===== config.mk =====
export PLATFORM = sky130hd
export DESIGN_NAME = vx_rsp_demux_flat
export DESIGN_NICKNAME = d
export VERILOG_FILES = /design/src/rtl/vx_rsp_demux_if.sv /design/src/rtl/vx_rsp_demux.sv /design/src/flat_wrapper.sv
export SDC_FILE = /design/constraint.sdc
export NUM_CORES = 1
export LEC_CHECK = 0
export CAP_MARGIN = 20
export CORE_ASPECT_RATIO = 0.5
export CORE_MARGIN = 3
export CORE_UTILIZATION = 45
export CTS_BUF_LIST = sky130_fd_sc_hd__clkbuf_8 sky130_fd_sc_hd__clkbuf_16
export CTS_CLUSTER_DIAMETER = 100
export DETAILED_ROUTE_END_ITERATION = 12
export PLACE_DENSITY = 0.78
export SYNTH_ARGS = -nofsm -noshare
export SYNTH_HDL_FRONTEND = slang
export SYNTH_SLANG_ARGS = --single-unit
export TNS_END_PERCENT = 50

===== constraint.sdc =====
create_clock -name clk -period 4.6 [get_ports clk]
set_input_delay 0.69 -clock clk [delete_from_list [all_inputs] [get_ports clk]]
set_output_delay 0.69 -clock clk [all_outputs]
set_load 0.005 [all_outputs]

===== src/rtl/vx_rsp_demux_if.sv =====
// vx_rsp_demux_if: response-side handshake bundle between the upstream stream and the per-requester channels.
interface vx_rsp_demux_if #(
  parameter int NUM_REQS = 4,
  parameter int DATAW = 32,
  parameter int SELW = 2
);
  logic                      valid_in;
  logic [DATAW-1:0]          data_in;
  logic [SELW-1:0]           sel_in;
  logic                      ready_in;
  logic [NUM_REQS-1:0]       valid_out;
  logic [NUM_REQS*DATAW-1:0] data_out;
  logic [NUM_REQS-1:0]       ready_out;
  modport master (output valid_in, data_in, sel_in, ready_out, input ready_in, valid_out, data_out);
  modport slave (input valid_in, data_in, sel_in, ready_out, output ready_in, valid_out, data_out);
endinterface


===== src/rtl/vx_rsp_demux.sv =====
// vx_rsp_demux: routes a tagged response stream to per-requester channels with optional per-channel buffering.
module vx_rsp_demux #(
  parameter int NUM_REQS = 4,
  parameter int DATAW = 32,
  parameter int BUFFERED = 1,
  parameter int SELW = (NUM_REQS > 1) ? $clog2(NUM_REQS) : 1
) (
  input logic clk,
  input logic reset,
  vx_rsp_demux_if.slave bus
);
  typedef enum logic [1:0] {EMPTY, ONE, TWO} state_t;
  logic [SELW-1:0] sel;
  logic [(1<<SELW)-1:0] acc_ext;
  logic [NUM_REQS-1:0] can_acc, push, pop, vld;
  logic [NUM_REQS-1:0][DATAW-1:0] dat;
  // Unused select codes read as "can accept" so out-of-range beats are swallowed.
  always_comb begin
    sel = (NUM_REQS == 1) ? '0 : bus.sel_in;
    acc_ext = '1;
    acc_ext[NUM_REQS-1:0] = can_acc;
    bus.ready_in = (BUFFERED != 0 && reset) ? 1'b0 : acc_ext[sel];
  end
  assign bus.valid_out = vld;
  assign bus.data_out = dat;
  assign pop = vld & bus.ready_out;
  for (genvar g = 0; g < NUM_REQS; g++) begin : g_ch
    assign push[g] = bus.valid_in && bus.ready_in && sel == SELW'(g);
    if (BUFFERED == 0) begin : g_pass
      assign can_acc[g] = bus.ready_out[g];
      assign vld[g] = bus.valid_in && sel == SELW'(g);
      assign dat[g] = bus.data_in;
    end else if (BUFFERED == 2) begin : g_pipe
      logic valid_q;
      logic [DATAW-1:0] data_q;
      always_ff @(posedge clk) begin
        if (reset) valid_q <= 1'b0;
        else if (push[g]) valid_q <= 1'b1;
        else if (pop[g]) valid_q <= 1'b0;
        if (push[g]) data_q <= bus.data_in;
      end
      assign vld[g] = valid_q && !reset;
      assign can_acc[g] = !vld[g] || bus.ready_out[g];
      assign dat[g] = data_q;
    end else begin : g_skid
      state_t state_q, state_d;
      logic [DATAW-1:0] out_q, skid_q;
      logic vld_c, acc_c;
      always_ff @(posedge clk) begin
        state_q <= reset ? EMPTY : state_d;
      end
      always_comb begin
        state_d = state_q;
        if (state_q == EMPTY && push[g]) state_d = ONE;
        else if (state_q == ONE && push[g] != pop[g]) state_d = push[g] ? TWO : EMPTY;
        else if (state_q == TWO && pop[g]) state_d = ONE;
      end
      always_comb begin
        vld_c = state_q != EMPTY && !reset;
        acc_c = state_q != TWO;
      end
      // Skid only fills when the output register is occupied and not draining.
      always_ff @(posedge clk) begin
        if (push[g] && (state_q == EMPTY || pop[g])) out_q <= bus.data_in;
        else if (push[g]) skid_q <= bus.data_in;
        else if (pop[g] && state_q == TWO) out_q <= skid_q;
      end
      assign vld[g] = vld_c;
      assign can_acc[g] = acc_c;
      assign dat[g] = out_q;
    end
  end
endmodule

===== src/flat_wrapper.sv =====
// flat-port wrapper written by rule: the top's interface ports become plain ports
module vx_rsp_demux_flat 
#(
  parameter int NUM_REQS = 4,
  parameter int DATAW = 32,
  parameter int BUFFERED = 1,
  parameter int SELW = (NUM_REQS > 1) ? $clog2(NUM_REQS) : 1
)
  (clk, reset, bus_valid_in, bus_data_in, bus_sel_in, bus_ready_out, bus_ready_in, bus_valid_out, bus_data_out);
  vx_rsp_demux_if #(.NUM_REQS(NUM_REQS), .DATAW(DATAW), .SELW(SELW)) bus_i ();
  input logic clk;
  input logic reset;
  input wire logic [$bits(bus_i.valid_in)-1:0] bus_valid_in;
  input wire logic [$bits(bus_i.data_in)-1:0] bus_data_in;
  input wire logic [$bits(bus_i.sel_in)-1:0] bus_sel_in;
  input wire logic [$bits(bus_i.ready_out)-1:0] bus_ready_out;
  output wire logic [$bits(bus_i.ready_in)-1:0] bus_ready_in;
  output wire logic [$bits(bus_i.valid_out)-1:0] bus_valid_out;
  output wire logic [$bits(bus_i.data_out)-1:0] bus_data_out;
  assign bus_i.valid_in = bus_valid_in;
  assign bus_i.data_in = bus_data_in;
  assign bus_i.sel_in = bus_sel_in;
  assign bus_i.ready_out = bus_ready_out;
  assign bus_ready_in = bus_i.ready_in;
  assign bus_valid_out = bus_i.valid_out;
  assign bus_data_out = bus_i.data_out;
  vx_rsp_demux #(.NUM_REQS(NUM_REQS), .DATAW(DATAW), .BUFFERED(BUFFERED), .SELW(SELW)) u_core (.clk(clk), .reset(reset), .bus(bus_i));
endmodule

==> impl_results.md <==
- Slowest-stage cell, CP: clkdlybuf4s50_1
- Relative slew margins: 0.302
- Reg2reg setup slack: 2.15 ns
- Max IR drop VDD: 0.165 mV
- Critical R2R Capture: u_core.g_ch[0].g_skid.out_q[5]
- Vias post-DR: roughly 5,100
- CP max stage delay: approximately 0.63 ns
- Post-DRT Antenna Nets: 0
- Layout cells sized above 1: 0.0770
- Yosys reg bits: 264
- RSZ-0062 raised after global routing: no
- Mapped Nets: between 500 and 600
- GRT Resource Usage Total: 0.172
- Cell repeated most along the worst path: clkdlybuf4s50_1
- Top Usage Layer GRT: met2
- CP Launch Type: primary input
- Number of diodes: 0
- Largest net degree at the start of global routing: 34
- XOR/XNOR Fraction of Synth Area: 0
- IO Port Bufs: around 170
- Synth warnings: 0
- Final nets: 716
- Cells after Synth: between 400 and 500
- Die area: 23,900 um^2
- CTS tree: built
- Starting Density: 0.469
- CTS buffer count: 23
- Initial antenna violation count: 0
- Asr flop ratio synth: 0
- Final hold violations: 0
- Critical path capture point type: output port
- Hold WC Path Type: reg -> reg
- Total wire length: approximately 21 mm
- Crit Path Class: in -> out
- Max clock buf depth: 3
- Combinational share of power: 0.038
- Non-Filler Instances: 980
- Max FO, Critical Path: 8
- Initial DRC Count: ~340
- Core Box Area: 21,100 um^2
- H-tree depth: 1
- Mean Syn Cell Area: 20.3 um^2
- GRT Residual Overflow: 0
- NetSw: 0.887 mW
- Root Driver: clkbuf_16
- Post-layout util: 0.599
- Number of flops mapped to enable cells by yosys: 256
- Met1 Use GR: 0.230
- PD cells: 364 nW/um^2
- Die H: 111 um
- CTS resizes: 0
- Clock Skew: 0.0163 ns
- Ports: 174
- Post-synthesis mux area share: 0.150
- Net Sw Frac: 0.193
- Min Tclk post-route: 3.15 ns
- Critical R2R Launch: u_core.g_ch[0].g_skid.state_q[1]
- Setup violators final: 0
- Clock network power share: 0.384
- Clk Latency, worst-skew pair: 0.50 ns
- Fillers: 1,531
- Period utilisation layout: 0.685
- Post-Place Cells: 942
- Cts hold-fix bufs: 0
- Leak: 4.15 nW
- Worst path required time: 3.91 ns
- Fmax: 0.317 GHz
- Run status: complete, no violations
- Setup TNS: 0 ns
- Sequential fraction of the synthesis area: 0.794
- Area grow syn2layout: 27.7%
- Vias in the first global route: between 5,000 and 6,000
- Grt met2 use: 0.298
- Compound-gate portion of the synthesized area: 0.0166
- Hpwl dp: 13.2 mm
- Netlist cell types: 35
- Internal Power: 3.70 mW
- Slew Viols, Final: 0
- Row cnt: 37
- Synth Area in Adders: 0
- Die Wd: between 200 and 250 um
- Crit path DAT: 2.46 ns
- Max cap viols: 0
- Post-synth top flop: edfxtp_1
- Measured slew at the worst slew-check pin: between 1 and 1.5 ns
- Drt pass-1 iters: 4
- Worst Hold Endpoint: u_core.g_ch[0].g_skid.out_q[7]
- Routed WL per cell: approximately 21 um
- Worst R2R Path Depth: 5
- First-pass GRT wire length: 32.2 mm
- Seq pwr share: 0.578
- Final worst hold slack: 0.513 ns
- Main combinational cell family by area after synthesis: multiplexers
- Min-Delay Path Depth: 1
- Crit path cell chain: clkdlybuf4s50_1, mux4_2, nor2_1, clkdlybuf4s50_1
- Final GP Congestion: 0.791
- Worst-path clk slew: 0.07 ns
- Post-Synth Simple-Gate Area: 0.0243
- GRT met3 Usage: 0.0268
- Hold path startpoint: u_core.g_ch[0].g_skid.skid_q[7]
- Clock Sinks: 264
- Setup Fix Bufs, Post-CTS: 0
- Residual DRC: 0
- Mapped Area: about 10000 um^2
- Vias per cell: between 5 and 6
[metrics by stage]
stage	total power [mW]	setup WS (ns)	cell area, um^2
floorplan	2.76	0.554	9880
global placement	2.88	1.18	11900
detailed placement	2.88	1.11	11900
CTS	4.63	1.43	12600
global route	4.74	1.38	12600
finish	4.59	1.45	12600
[per-layer routing]
layer / part of all wire / up-vias
li1: - / 2290
met1: 0.44 / 2606
met2: 0.50 / 132
met3: 0.038 / 40
met4: 0.024 / 0
met5: 0 / -
[Yosys cell counts, types with 3 or more instances]
library cell,count,area (um^2)
edfxtp_1,256,7690
mux2_1,127,1430
nor2_1,14,52.6
a21oi_1,10,50.1
buf_2,9,45.0
dfxtp_1,8,160
inv_1,7,26.3
nor2b_1,7,43.8
o21ai_0,6,30.0
buf_4,4,30.0
nor3_1,4,20.0
a211oi_1,3,22.5
buf_6,3,33.8
[cell families (layout without fill, tap and decap cells)]
group	count (synthesis)	after routing
simple gates	40	40
mux	131	131
flops	264	264
compound gates	26	26
buf+inv	26	227
[how the worst max path moves through the flow]
stage	end	startpoint	cells after the start
6_report	bus_ready_in	bus_sel_in[0]	4
5_1_grt	bus_ready_in	bus_sel_in[0]	4
4_1_cts	bus_ready_in	bus_sel_in[0]	4
3_5_place_dp	u_core.g_ch[0].g_skid.out_q[20]	reset	7
3_3_place_gp	u_core.g_ch[0].g_skid.out_q[3]	reset	7
2_1_floorplan	u_core.g_ch[0].g_skid.skid_q[0]	reset	3
[power groups by stage]
| stage | clock network (mW) | registers [mW] | logic (mW) |
|---|---|---|---|
| 6_report | 1.76 | 2.65 | 0.176 |
| 3_3_place_gp | 0 | 2.71 | 0.171 |
| 2_1_floorplan | 0 | 2.71 | 0.0538 |
| 3_5_place_dp | 0 | 2.70 | 0.178 |
| 4_1_cts | 1.80 | 2.65 | 0.178 |
| 5_1_grt | 1.90 | 2.65 | 0.189 |
[flip-flops by register name, summed over array words and instances, names as in the netlist]
| register | flops |
|---|---|
| u_core.g_ch.g_skid.out_q | 128 |
| u_core.g_ch.g_skid.skid_q | 128 |
| u_core.g_ch.g_skid.state_q | 8 |
[layout make-up]
| type | instances | area [um^2] | area share |
|---|---|---|---|
| clock buffer | 24 | 589 | 0.0467 |
| clock inverter | 14 | 83.8 | 0.00664 |
| tap | 292 | 365 | 0.0289 |
| timing repair buffer | 181 | 1790 | 0.142 |
| multi-input combinational | 197 | 1910 | 0.152 |
| sequential | 264 | 7850 | 0.622 |
| inverter | 8 | 30.0 | 0.00238 |
[placed cells by master (no fill, tap or decap), drive strengths merged]
cell type      count
nand4b             1
inv               15
clkbuf            24
a31o               2
o21a               1
mux2i              2
a2111oi            1
bufinv             1
clkinv             6
nor3               5
clkdlybuf4s50    173
o21ai              6
nor3b              1
nand2              2
nand4bb            2
or3b               1
edfxtp           256
nor2              15
and4b              1
nor4bb             1
buf                8
mux2             128
a21bo              2
nand2b             1
nor2b              7
or4                1
nand3              2
mux4               1
a21boi             1
a211oi             3
a21oi             10
dfxtp              8
[worst max-delay path, delay by kind of cell]
kind,cells,cell delay (ns)
buffers and inverters,2,1.13
muxes,1,0.53
and+or+nand+nor,1,0.11
Power figures use the tool's default switching activity.
